--- src/rtl/level_fifo.sv ---
// Synchronous FIFO with FWFT or registered-read output, programmable almost-full/empty
// thresholds, occupancy count and synchronous flush. Define FIFO_ERR_FLAGS_EN for sticky overflow/underflow flags.
module level_fifo #(
  parameter int DEPTH = 8,
  parameter int WIDTH = 8,
  parameter int AF_TH = 6,
  parameter int AE_TH = 2,
  parameter int FWFT  = 0
) (
  input  logic                     clk,
  input  logic                     rst,
  input  logic                     flush_i,
  input  logic                     wr_en_i,
  input  logic [WIDTH-1:0]         write_data_i,
  input  logic                     rd_en_i,
  output logic [WIDTH-1:0]         read_data_o,
  output logic                     full_o,
  output logic                     empty_o,
  output logic                     almost_full_o,
  output logic                     almost_empty_o,
  output logic [$clog2(DEPTH):0]   count_o
`ifdef FIFO_ERR_FLAGS_EN
  ,
  output logic                     overflow_o,
  output logic                     underflow_o,
  input  logic                     err_clr_i
`endif
);

  localparam int AW = $clog2(DEPTH);
  localparam int CW = AW + 1;
  localparam logic [CW-1:0] DEPTH_C = CW'(DEPTH);
  localparam logic [CW-1:0] AF_C    = CW'(AF_TH);
  localparam logic [CW-1:0] AE_C    = CW'(AE_TH);

  logic [WIDTH-1:0] mem [DEPTH];
  logic [AW-1:0]    wr_ptr;
  logic [AW-1:0]    rd_ptr;
  logic             wr_acc;
  logic             rd_acc;

  // Flags come straight from the registered count, so acceptance uses the pre-edge state.
  assign full_o         = (count_o == DEPTH_C);
  assign empty_o        = (count_o == {CW{1'b0}});
  assign almost_full_o  = (count_o >= AF_C);
  assign almost_empty_o = (count_o <= AE_C);
  assign wr_acc         = wr_en_i && !full_o && !flush_i;
  assign rd_acc         = rd_en_i && !empty_o && !flush_i;

  always_ff @(posedge clk) begin
    if (wr_acc) begin
      mem[wr_ptr] <= write_data_i;
    end
  end

  always_ff @(posedge clk or posedge rst) begin
    if (rst) begin
      wr_ptr  <= {AW{1'b0}};
      rd_ptr  <= {AW{1'b0}};
      count_o <= {CW{1'b0}};
    end else if (flush_i) begin
      wr_ptr  <= {AW{1'b0}};
      rd_ptr  <= {AW{1'b0}};
      count_o <= {CW{1'b0}};
    end else begin
      if (wr_acc) wr_ptr <= wr_ptr + AW'(1);
      if (rd_acc) rd_ptr <= rd_ptr + AW'(1);
      case ({wr_acc, rd_acc})
        2'b10:   count_o <= count_o + CW'(1);
        2'b01:   count_o <= count_o - CW'(1);
        default: count_o <= count_o;
      endcase
    end
  end

  generate
    if (FWFT != 0) begin : g_fwft
      // Head entry falls through; zero while empty so stale storage never leaks out.
      assign read_data_o = empty_o ? {WIDTH{1'b0}} : mem[rd_ptr];
    end else begin : g_reg
      logic [WIDTH-1:0] rd_data;
      always_ff @(posedge clk or posedge rst) begin
        if (rst) begin
          rd_data <= {WIDTH{1'b0}};
        end else if (flush_i) begin
          rd_data <= {WIDTH{1'b0}};
        end else if (rd_acc) begin
          rd_data <= mem[rd_ptr];
        end else begin
          rd_data <= rd_data;
        end
      end
      assign read_data_o = rd_data;
    end
  endgenerate

`ifdef FIFO_ERR_FLAGS_EN
  // Clear beats a same-cycle set; an attempted write while full counts even if a read frees space.
  always_ff @(posedge clk or posedge rst) begin
    if (rst) begin
      overflow_o  <= 1'b0;
      underflow_o <= 1'b0;
    end else if (err_clr_i || flush_i) begin
      overflow_o  <= 1'b0;
      underflow_o <= 1'b0;
    end else begin
      if (wr_en_i && full_o)  overflow_o  <= 1'b1;
      if (rd_en_i && empty_o) underflow_o <= 1'b1;
    end
  end
`endif

endmodule
--- config.mk ---
export PLATFORM = sky130hd
export DESIGN_NAME = level_fifo
export DESIGN_NICKNAME = d
export VERILOG_FILES = /design/src/rtl/level_fifo.sv
export SDC_FILE = /design/constraint.sdc
export NUM_CORES = 1
export LEC_CHECK = 0
export BUFFER_PORTS_ARGS = -buffer_cell sky130_fd_sc_hd__buf_2
export CAP_MARGIN = 20
export CORE_UTILIZATION = 40
export DETAILED_ROUTE_END_ITERATION = 16
export PLACE_DENSITY = 0.53
export REMOVE_ABC_BUFFERS = 1
export SYNTH_ARGS = -nofsm -noshare
export SYNTH_HDL_FRONTEND = slang
export SYNTH_SLANG_ARGS = --single-unit
export TNS_END_PERCENT = 10
--- constraint.sdc ---
create_clock -name clk -period 2.69 [get_ports clk]
set_input_delay 0.269 -clock clk [delete_from_list [all_inputs] [get_ports clk]]
set_output_delay 0.269 -clock clk [all_outputs]
set_load 0.1 [all_outputs]
==> flow_results.xml, run 1 <==
<?xml version="1.0" encoding="UTF-8"?>
<metrics>
  <group name="run_status">
    <metric name="status" unit="">complete, no violations</metric>
  </group>
  <group name="place">
    <metric name="gp_congestion" unit="">0.7446</metric>
    <metric name="place.detailed.hpwl" unit="um">4187</metric>
    <metric name="i_o_buffers" unit="">28</metric>
    <metric name="placedCellCount" unit="">337</metric>
  </group>
  <group name="power">
    <metric name="power.share.switching" unit="%">44.66</metric>
    <metric name="clockPowerShare" unit="%">19.3</metric>
    <metric name="p_leak" unit="nW">1.437</metric>
    <metric name="final_total_pwr" unit="mW">4.344</metric>
    <metric name="switch_pwr" unit="mW">1.940</metric>
    <metric name="seq_power_share" unit="%">35.8</metric>
    <metric name="p_per_area" unit="mW/mm2">1121</metric>
    <metric name="p_int" unit="mW">2.404</metric>
    <metric name="pwr-share-comb" unit="%">44.8</metric>
    <metric name="irDropWorstVdd" unit="uV">486.8</metric>
  </group>
  <group name="logic_synthesis">
    <metric name="synth.largest_area_cell" unit="">edfxtp_1</metric>
    <metric name="top_area_cells_in_the_synthesized_netlist" unit="">edfxtp_1 58%, dfrtp_1 13%, mux4_2 11%</metric>
    <metric name="asyncSetResetFlopFracSynth" unit="%">21.95</metric>
    <metric name="syn_inst" unit="">199</metric>
    <metric name="synth_top_cell_area_share" unit="%">57.55</metric>
    <metric name="synth_ff_type" unit="">edfxtp_1</metric>
    <metric name="avgSynthCellArea" unit="um2">16.78</metric>
    <metric name="synth.lib_cells_used.distinct" unit="">34</metric>
    <metric name="yosys_warnings" unit="">0</metric>
    <metric name="post_synth_instance_area" unit="mm2">0.003339</metric>
    <metric name="synth_enable_flop_cells" unit="">64</metric>
    <metric name="synth.yosys.seq_area_share" unit="%">71.04</metric>
    <metric name="number_of_register_bits_inferred_by_synthesis" unit="">82</metric>
  </group>
  <group name="sta">
    <metric name="tightestPinTransition" unit="ns">0.7979</metric>
    <metric name="rsz0062_at_grt" unit="">no</metric>
    <metric name="slew_limit_headroom" unit="%">46.75</metric>
    <metric name="minimum_clock_period_after_layout" unit="ns">2.467</metric>
    <metric name="final.setup.tns" unit="ns">0</metric>
    <metric name="final-hold-violation-count" unit="">0</metric>
    <metric name="skew" unit="ns">0.01073</metric>
    <metric name="report.final.slew_viol_count" unit="">0</metric>
    <metric name="setup_violations" unit="">0</metric>
    <metric name="final_min_period_over_clock_period" unit="%">91.72</metric>
    <metric name="max_freq" unit="GHz">0.4053</metric>
  </group>
  <group name="clock_tree">
    <metric name="numCtsBuffers" unit="">9</metric>
    <metric name="clockBufferDepth" unit="">2</metric>
    <metric name="cts_hold_repair.buffers" unit="">0</metric>
    <metric name="cts.htree.levels" unit="">3</metric>
    <metric name="cts.repair.resized" unit="">0</metric>
    <metric name="tritoncts_num_sinks" unit="">82</metric>
    <metric name="worstSkewPairLatency" unit="ns">0.35</metric>
    <metric name="clock_slew_at_reported_path_ffs" unit="ns">0.08</metric>
    <metric name="cts_root_buffer" unit="">clkbuf_8</metric>
    <metric name="cts_setup_buffers" unit="">0</metric>
    <metric name="cts_tree" unit="">yes</metric>
  </group>
  <group name="critical_path">
    <metric name="worst-path-max-fanout" unit="">4</metric>
    <metric name="crit_arrival" unit="ns">2.69</metric>
    <metric name="cp.required" unit="ns">2.91</metric>
    <metric name="critical_path.startpoint_type" unit="">register</metric>
    <metric name="worstSetupEndpointType" unit="">register</metric>
    <metric name="worst-setup-path-type" unit="">register to register</metric>
  </group>
  <group name="cells_and_area">
    <metric name="finalNonFillerCells" unit="">353</metric>
    <metric name="antenna_cells" unit="">0</metric>
    <metric name="finalNetCount" unit="">264</metric>
    <metric name="post_layout_utilization_of_the_core" unit="%">49.14</metric>
    <metric name="post_route_cells_drive_above_1_share" unit="%">30.68</metric>
    <metric name="layout-area-overhead-vs-synth" unit="%">16.07</metric>
  </group>
  <group name="run">
    <metric name="maxCapViolCount" unit="">0</metric>
  </group>
  <group name="routing">
    <metric name="routed-via-count" unit="">1849</metric>
    <metric name="ant_nets" unit="">0</metric>
    <metric name="totalWireLength" unit="um">6556</metric>
    <metric name="post-route-drc-count" unit="">0</metric>
    <metric name="route.detailed.wl_per_inst" unit="um">18.57</metric>
    <metric name="drt_iter0_markers" unit="">85</metric>
    <metric name="drtPass1Iterations" unit="">4</metric>
    <metric name="viasPerCell" unit="">5.238</metric>
  </group>
  <group name="die">
    <metric name="die_area" unit="mm2">0.008718</metric>
    <metric name="core_area" unit="mm2">0.007888</metric>
    <metric name="initial_core_util" unit="%">42.34</metric>
    <metric name="floorplan.die.width" unit="um">93.37</metric>
    <metric name="num_io_pins" unit="">29</metric>
    <metric name="floorplan.rows" unit="">32</metric>
    <metric name="fp.dieH" unit="um">93.37</metric>
  </group>
  <group name="global_route">
    <metric name="antenna_violations_before_repair" unit="">0</metric>
    <metric name="grt_start_max_net_pins" unit="">24</metric>
    <metric name="grt.total_usage" unit="%">17.01</metric>
    <metric name="vias_in_the_first_global_route" unit="">1912</metric>
    <metric name="global_route.overflow_total" unit="">0</metric>
    <metric name="first_pass_grt_wire_length" unit="um">10460</metric>
  </group>
  <group name="worst_hold_path">
    <metric name="worst_hold_path_type" unit="">input pin to async pin</metric>
  </group>
</metrics>
[sequential cells by signal, summed over array words and instances, names as in the netlist]
name         cells
mem             64
read_data_o      8
count_o          4
rd_ptr           3
wr_ptr           3
[critical path, cell delays in order, from the launching register on]
cell and delay (ns):
dfrtp_1 0.38, or4b_4 0.58, inv_2 0.10, o21ai_1 0.08, nor2_1 0.21, ha_1 0.31
a21oi_1 0.29, a21oi_1 0.14, mux2i_1 0.16, o211ai_1 0.10
[cell usage after synthesis (2+ instances only)]
cell type  number
edfxtp_1       64
nor2_1         22
dfrtp_1        18
mux4_2         16
nor3_1         11
o22ai_1         8
nand2_1         6
nand2b_1        6
clkbuf_1        5
a21oi_1         4
ha_1            4
nand3_1         4
xor2_1          4
inv_1           3
a211oi_1        2
buf_2           2
mux2i_1         2
nand4b_1        2
[cell type report]
class                           count  area, um2
Multi-Input combinational cell    105      919.6
Timing Repair Buffer               44      260.3
Fill cell                         666       4011
Clock inverter                      4      46.29
Inverter                            4      15.01
Tap cell                          102      127.6
Sequential cell                    82       2372
Clock buffer                       12      135.1
[power by group through the flow]
stage          Combinational (mW)  Clock, mW  Sequential (mW)
3_5_place_dp                 1.96          0             1.59
3_3_place_gp                 1.95          0             1.58
2_1_floorplan               0.780          0             2.26
5_1_grt                      2.05      0.906             1.57
4_1_cts                      1.96      0.856             1.56
6_report                     1.95      0.839             1.56
[cell usage in the layout, fill, tap and decap left out, drive strengths merged, types with 6 or more instances in the layout]
cell type  instances
clkbuf            12
o22ai              8
nand2b             6
nor3              11
buf               44
nand2              6
nor2              22
edfxtp            64
mux4              16
dfrtp             18
[cell families (layout without fill, tap and decap cells)]
kind of cell    Yosys count  in the layout  synth area share, %
compound gates           20             20                3.859
xor+xnor                  5              5                1.311
fa+ha+maj                 5              5                2.098
buf+inv                  12             64                1.424
flops                    82             82                71.04
mux                      19             19                11.84
simple gates             56             56                8.430
[layer usage]
layer	track usage (%)	routed length (um)	up-vias
met3	5.610	293	8
met2	26.41	3162	41
met5	0	0	-
met4	5.769	79	0
met1	22.56	3020	938
li1	-	-	862
[metrics by stage]
| stage | instance area [um2] | setup slack, ns | hold WS, ns |
|---|---|---|---|
| finish | 3876 | 0.2227 | 0.06298 |
| global route | 3876 | 0.02045 | 0.1108 |
| CTS | 3876 | 0.2428 | 0.06675 |
| detailed placement | 3695 | 0.2624 | 0.4472 |
| global placement | 3695 | 0.3379 | 0.4457 |
| floorplan | 3307 | -1.447 | 0.2076 |
[final timing paths]
path,start,depth (start not counted),slack [ns],to
max in group asynchronous,rst,2,2.13,count_o[1]
hold reg to reg,read_data_o[3],2,0.55,read_data_o[3]
setup / recovery,count_o[0],9,0.22,count_o[3]
min in group clk,write_data_i[6],1,0.19,mem[2][6]
setup reg to reg,count_o[0],9,0.22,count_o[3]
hold / removal,rst,2,0.06,read_data_o[4]
Power figures use the tool's default switching activity.
==> run 2, diff against run 1 <==
--- a/config.mk
+++ b/config.mk
@@ -7,9 +7,9 @@
 export LEC_CHECK = 0
 export BUFFER_PORTS_ARGS = -buffer_cell sky130_fd_sc_hd__buf_2
 export CAP_MARGIN = 20
-export CORE_UTILIZATION = 40
+export CORE_UTILIZATION = 55
 export DETAILED_ROUTE_END_ITERATION = 16
-export PLACE_DENSITY = 0.53
+export PLACE_DENSITY = 0.7
 export REMOVE_ABC_BUFFERS = 1
 export SYNTH_ARGS = -nofsm -noshare
 export SYNTH_HDL_FRONTEND = slang
==> flow_results.xml, run 2 (synthesis gave the netlist of run 1 again) <==
<?xml version="1.0" encoding="UTF-8"?>
<metrics>
  <group name="run_status">
    <metric name="status" unit="">complete, no violations</metric>
  </group>
  <group name="routing">
    <metric name="post-route-drc-count" unit="">0</metric>
    <metric name="routed-via-count" unit="">1894</metric>
    <metric name="route.detailed.wl_per_inst" unit="um">19.68</metric>
    <metric name="viasPerCell" unit="">5.864</metric>
    <metric name="drt_iter0_markers" unit="">103</metric>
    <metric name="totalWireLength" unit="um">6356</metric>
    <metric name="ant_nets" unit="">0</metric>
    <metric name="drtPass1Iterations" unit="">4</metric>
  </group>
  <group name="die">
    <metric name="initial_core_util" unit="%">56.74</metric>
    <metric name="core_area" unit="mm2">0.005886</metric>
    <metric name="fp.dieH" unit="um">79.92</metric>
    <metric name="num_io_pins" unit="">29</metric>
    <metric name="die_area" unit="mm2">0.006387</metric>
    <metric name="floorplan.rows" unit="">28</metric>
    <metric name="floorplan.die.width" unit="um">79.92</metric>
  </group>
  <group name="clock_tree">
    <metric name="cts.htree.levels" unit="">3</metric>
    <metric name="clockBufferDepth" unit="">2</metric>
    <metric name="cts_root_buffer" unit="">clkbuf_8</metric>
    <metric name="worstSkewPairLatency" unit="ns">0.34</metric>
    <metric name="cts_tree" unit="">yes</metric>
    <metric name="tritoncts_num_sinks" unit="">82</metric>
    <metric name="numCtsBuffers" unit="">9</metric>
    <metric name="clock_slew_at_reported_path_ffs" unit="ns">0.09</metric>
  </group>
  <group name="critical_path">
    <metric name="timing.critical_path.from" unit="">count_o[2]</metric>
    <metric name="worstSetupEndpointType" unit="">register</metric>
    <metric name="crit_arrival" unit="ns">2.75</metric>
    <metric name="r2r_start" unit="">count_o[2]</metric>
    <metric name="worst-path-max-fanout" unit="">8</metric>
    <metric name="worst-setup-path-type" unit="">register to register</metric>
    <metric name="critical_path.startpoint_type" unit="">register</metric>
    <metric name="cp.required" unit="ns">2.90</metric>
  </group>
  <group name="sta">
    <metric name="minimum_clock_period_after_layout" unit="ns">2.545</metric>
    <metric name="rsz0062_at_grt" unit="">no</metric>
    <metric name="slew_limit_headroom" unit="%">48.02</metric>
    <metric name="tightestPinTransition" unit="ns">0.7796</metric>
    <metric name="final_min_period_over_clock_period" unit="%">94.59</metric>
    <metric name="report.final.slew_viol_count" unit="">0</metric>
    <metric name="max_freq" unit="GHz">0.3930</metric>
    <metric name="skew" unit="ns">0.006699</metric>
    <metric name="setup_violations" unit="">0</metric>
    <metric name="final-hold-violation-count" unit="">0</metric>
    <metric name="timing.hold.ws" unit="ns">0.02909</metric>
  </group>
  <group name="cells_and_area">
    <metric name="number_of_fillers_in_the_final_layout" unit="">444</metric>
    <metric name="largest_register_ff_count" unit="">64</metric>
    <metric name="multi_input_comb_area" unit="um2">925.9</metric>
    <metric name="antenna_cells" unit="">0</metric>
    <metric name="post_route_cells_drive_above_1_share" unit="%">32.66</metric>
    <metric name="layout.cells.most_common" unit="">edfxtp_1</metric>
    <metric name="finalNonFillerCells" unit="">323</metric>
    <metric name="layout-area-overhead-vs-synth" unit="%">14.65</metric>
    <metric name="max_flop_register" unit="">mem</metric>
    <metric name="mostFrequentLayoutCells" unit="">64 x edfxtp_1, 28 x buf_2, 21 x nor2_1, 17 x dfrtp_1, 16 x mux4_2</metric>
    <metric name="post_layout_utilization_of_the_core" unit="%">65.05</metric>
    <metric name="finalNetCount" unit="">261</metric>
    <metric name="regArea" unit="mm2">0.002374</metric>
  </group>
  <group name="global_route">
    <metric name="first_pass_grt_wire_length" unit="um">10010</metric>
    <metric name="vias_in_the_first_global_route" unit="">1980</metric>
    <metric name="antenna_violations_before_repair" unit="">0</metric>
    <metric name="grt.total_usage" unit="%">22.52</metric>
    <metric name="global_route.overflow_total" unit="">0</metric>
    <metric name="grt_start_max_net_pins" unit="">24</metric>
  </group>
  <group name="worst_hold_path">
    <metric name="worst_hold_path_type" unit="">input pin to async pin</metric>
  </group>
  <group name="run">
    <metric name="maxCapViolCount" unit="">0</metric>
  </group>
  <group name="place">
    <metric name="gp_congestion" unit="">0.8808</metric>
    <metric name="place.detailed.hpwl" unit="um">4148</metric>
    <metric name="i_o_buffers" unit="">28</metric>
    <metric name="placedCellCount" unit="">307</metric>
  </group>
  <group name="power">
    <metric name="final_total_pwr" unit="mW">4.304</metric>
    <metric name="p_leak" unit="nW">1.425</metric>
    <metric name="irDropWorstVdd" unit="uV">1087</metric>
    <metric name="p_per_area" unit="mW/mm2">1124</metric>
  </group>
</metrics>
## run 2: per-stage QoR
step	instance area [um2]	TNS, ns	setup WS (ns)
after global routing	3829	0	0.02557
final	3829	0	0.1455
after floorplan	3307	-7.363	-1.447
after global placement	3638	0	0.2699
after detailed placement	3638	0	0.01720
after CTS	3822	0	0.007404
## run 2: metal layers
layer / GRT usage, % / share of wire (%) / up-vias
li1: - / - / 864
met1: 27.76 / 42 / 950
met2: 38.55 / 51 / 68
met3: 4.800 / 5.4 / 12
met4: 9.464 / 1.4 / 0
met5: 0 / 0 / -
## run 2: report_power, final
group          switching (mW)  internal, mW
combinational            1.42         0.459
sequential              0.113          1.50
clock                   0.471         0.350
## run 2: worst max-delay path, stage by stage (launching register included)
cell and delay (ns):
dfrtp_1 0.48, or4b_4 0.55, inv_2 0.10, o21ai_1 0.17, nor2_2 0.21, ha_1 0.31
a21oi_2 0.22, a21boi_0 0.11, mux2i_1 0.16, o211ai_1 0.11
## run 2: layout make-up
type                            instances  share of cell area, %
Tap cell                               75                  2.451
Multi-Input combinational cell        105                  24.18
Clock buffer                            9                  3.235
Timing Repair Buffer                   41                  6.209
Sequential cell                        82                  61.99
Inverter                                4                 0.3922
Clock inverter                          7                  1.536
## run 2: repair_timing
item / in CTS / in global routing
gates resized for setup: 1 / 2
hold endpoints to repair: 0 / 0
hold buffers: 0 / 0
buffers inserted: 0 / 0
setup endpoints to repair: 1 / 1
## run 2: path summary, 6_finish.rpt
check                      slack, ns              to  cells past startpoint
min in group clk                0.19       mem[0][6]                      1
max reg2reg                     0.15      count_o[3]                      9
max in group asynchronous       2.17      count_o[3]                      2
max                             0.15      count_o[3]                      9
min                             0.03      count_o[3]                      2
min reg2reg                     0.55  read_data_o[5]                      2
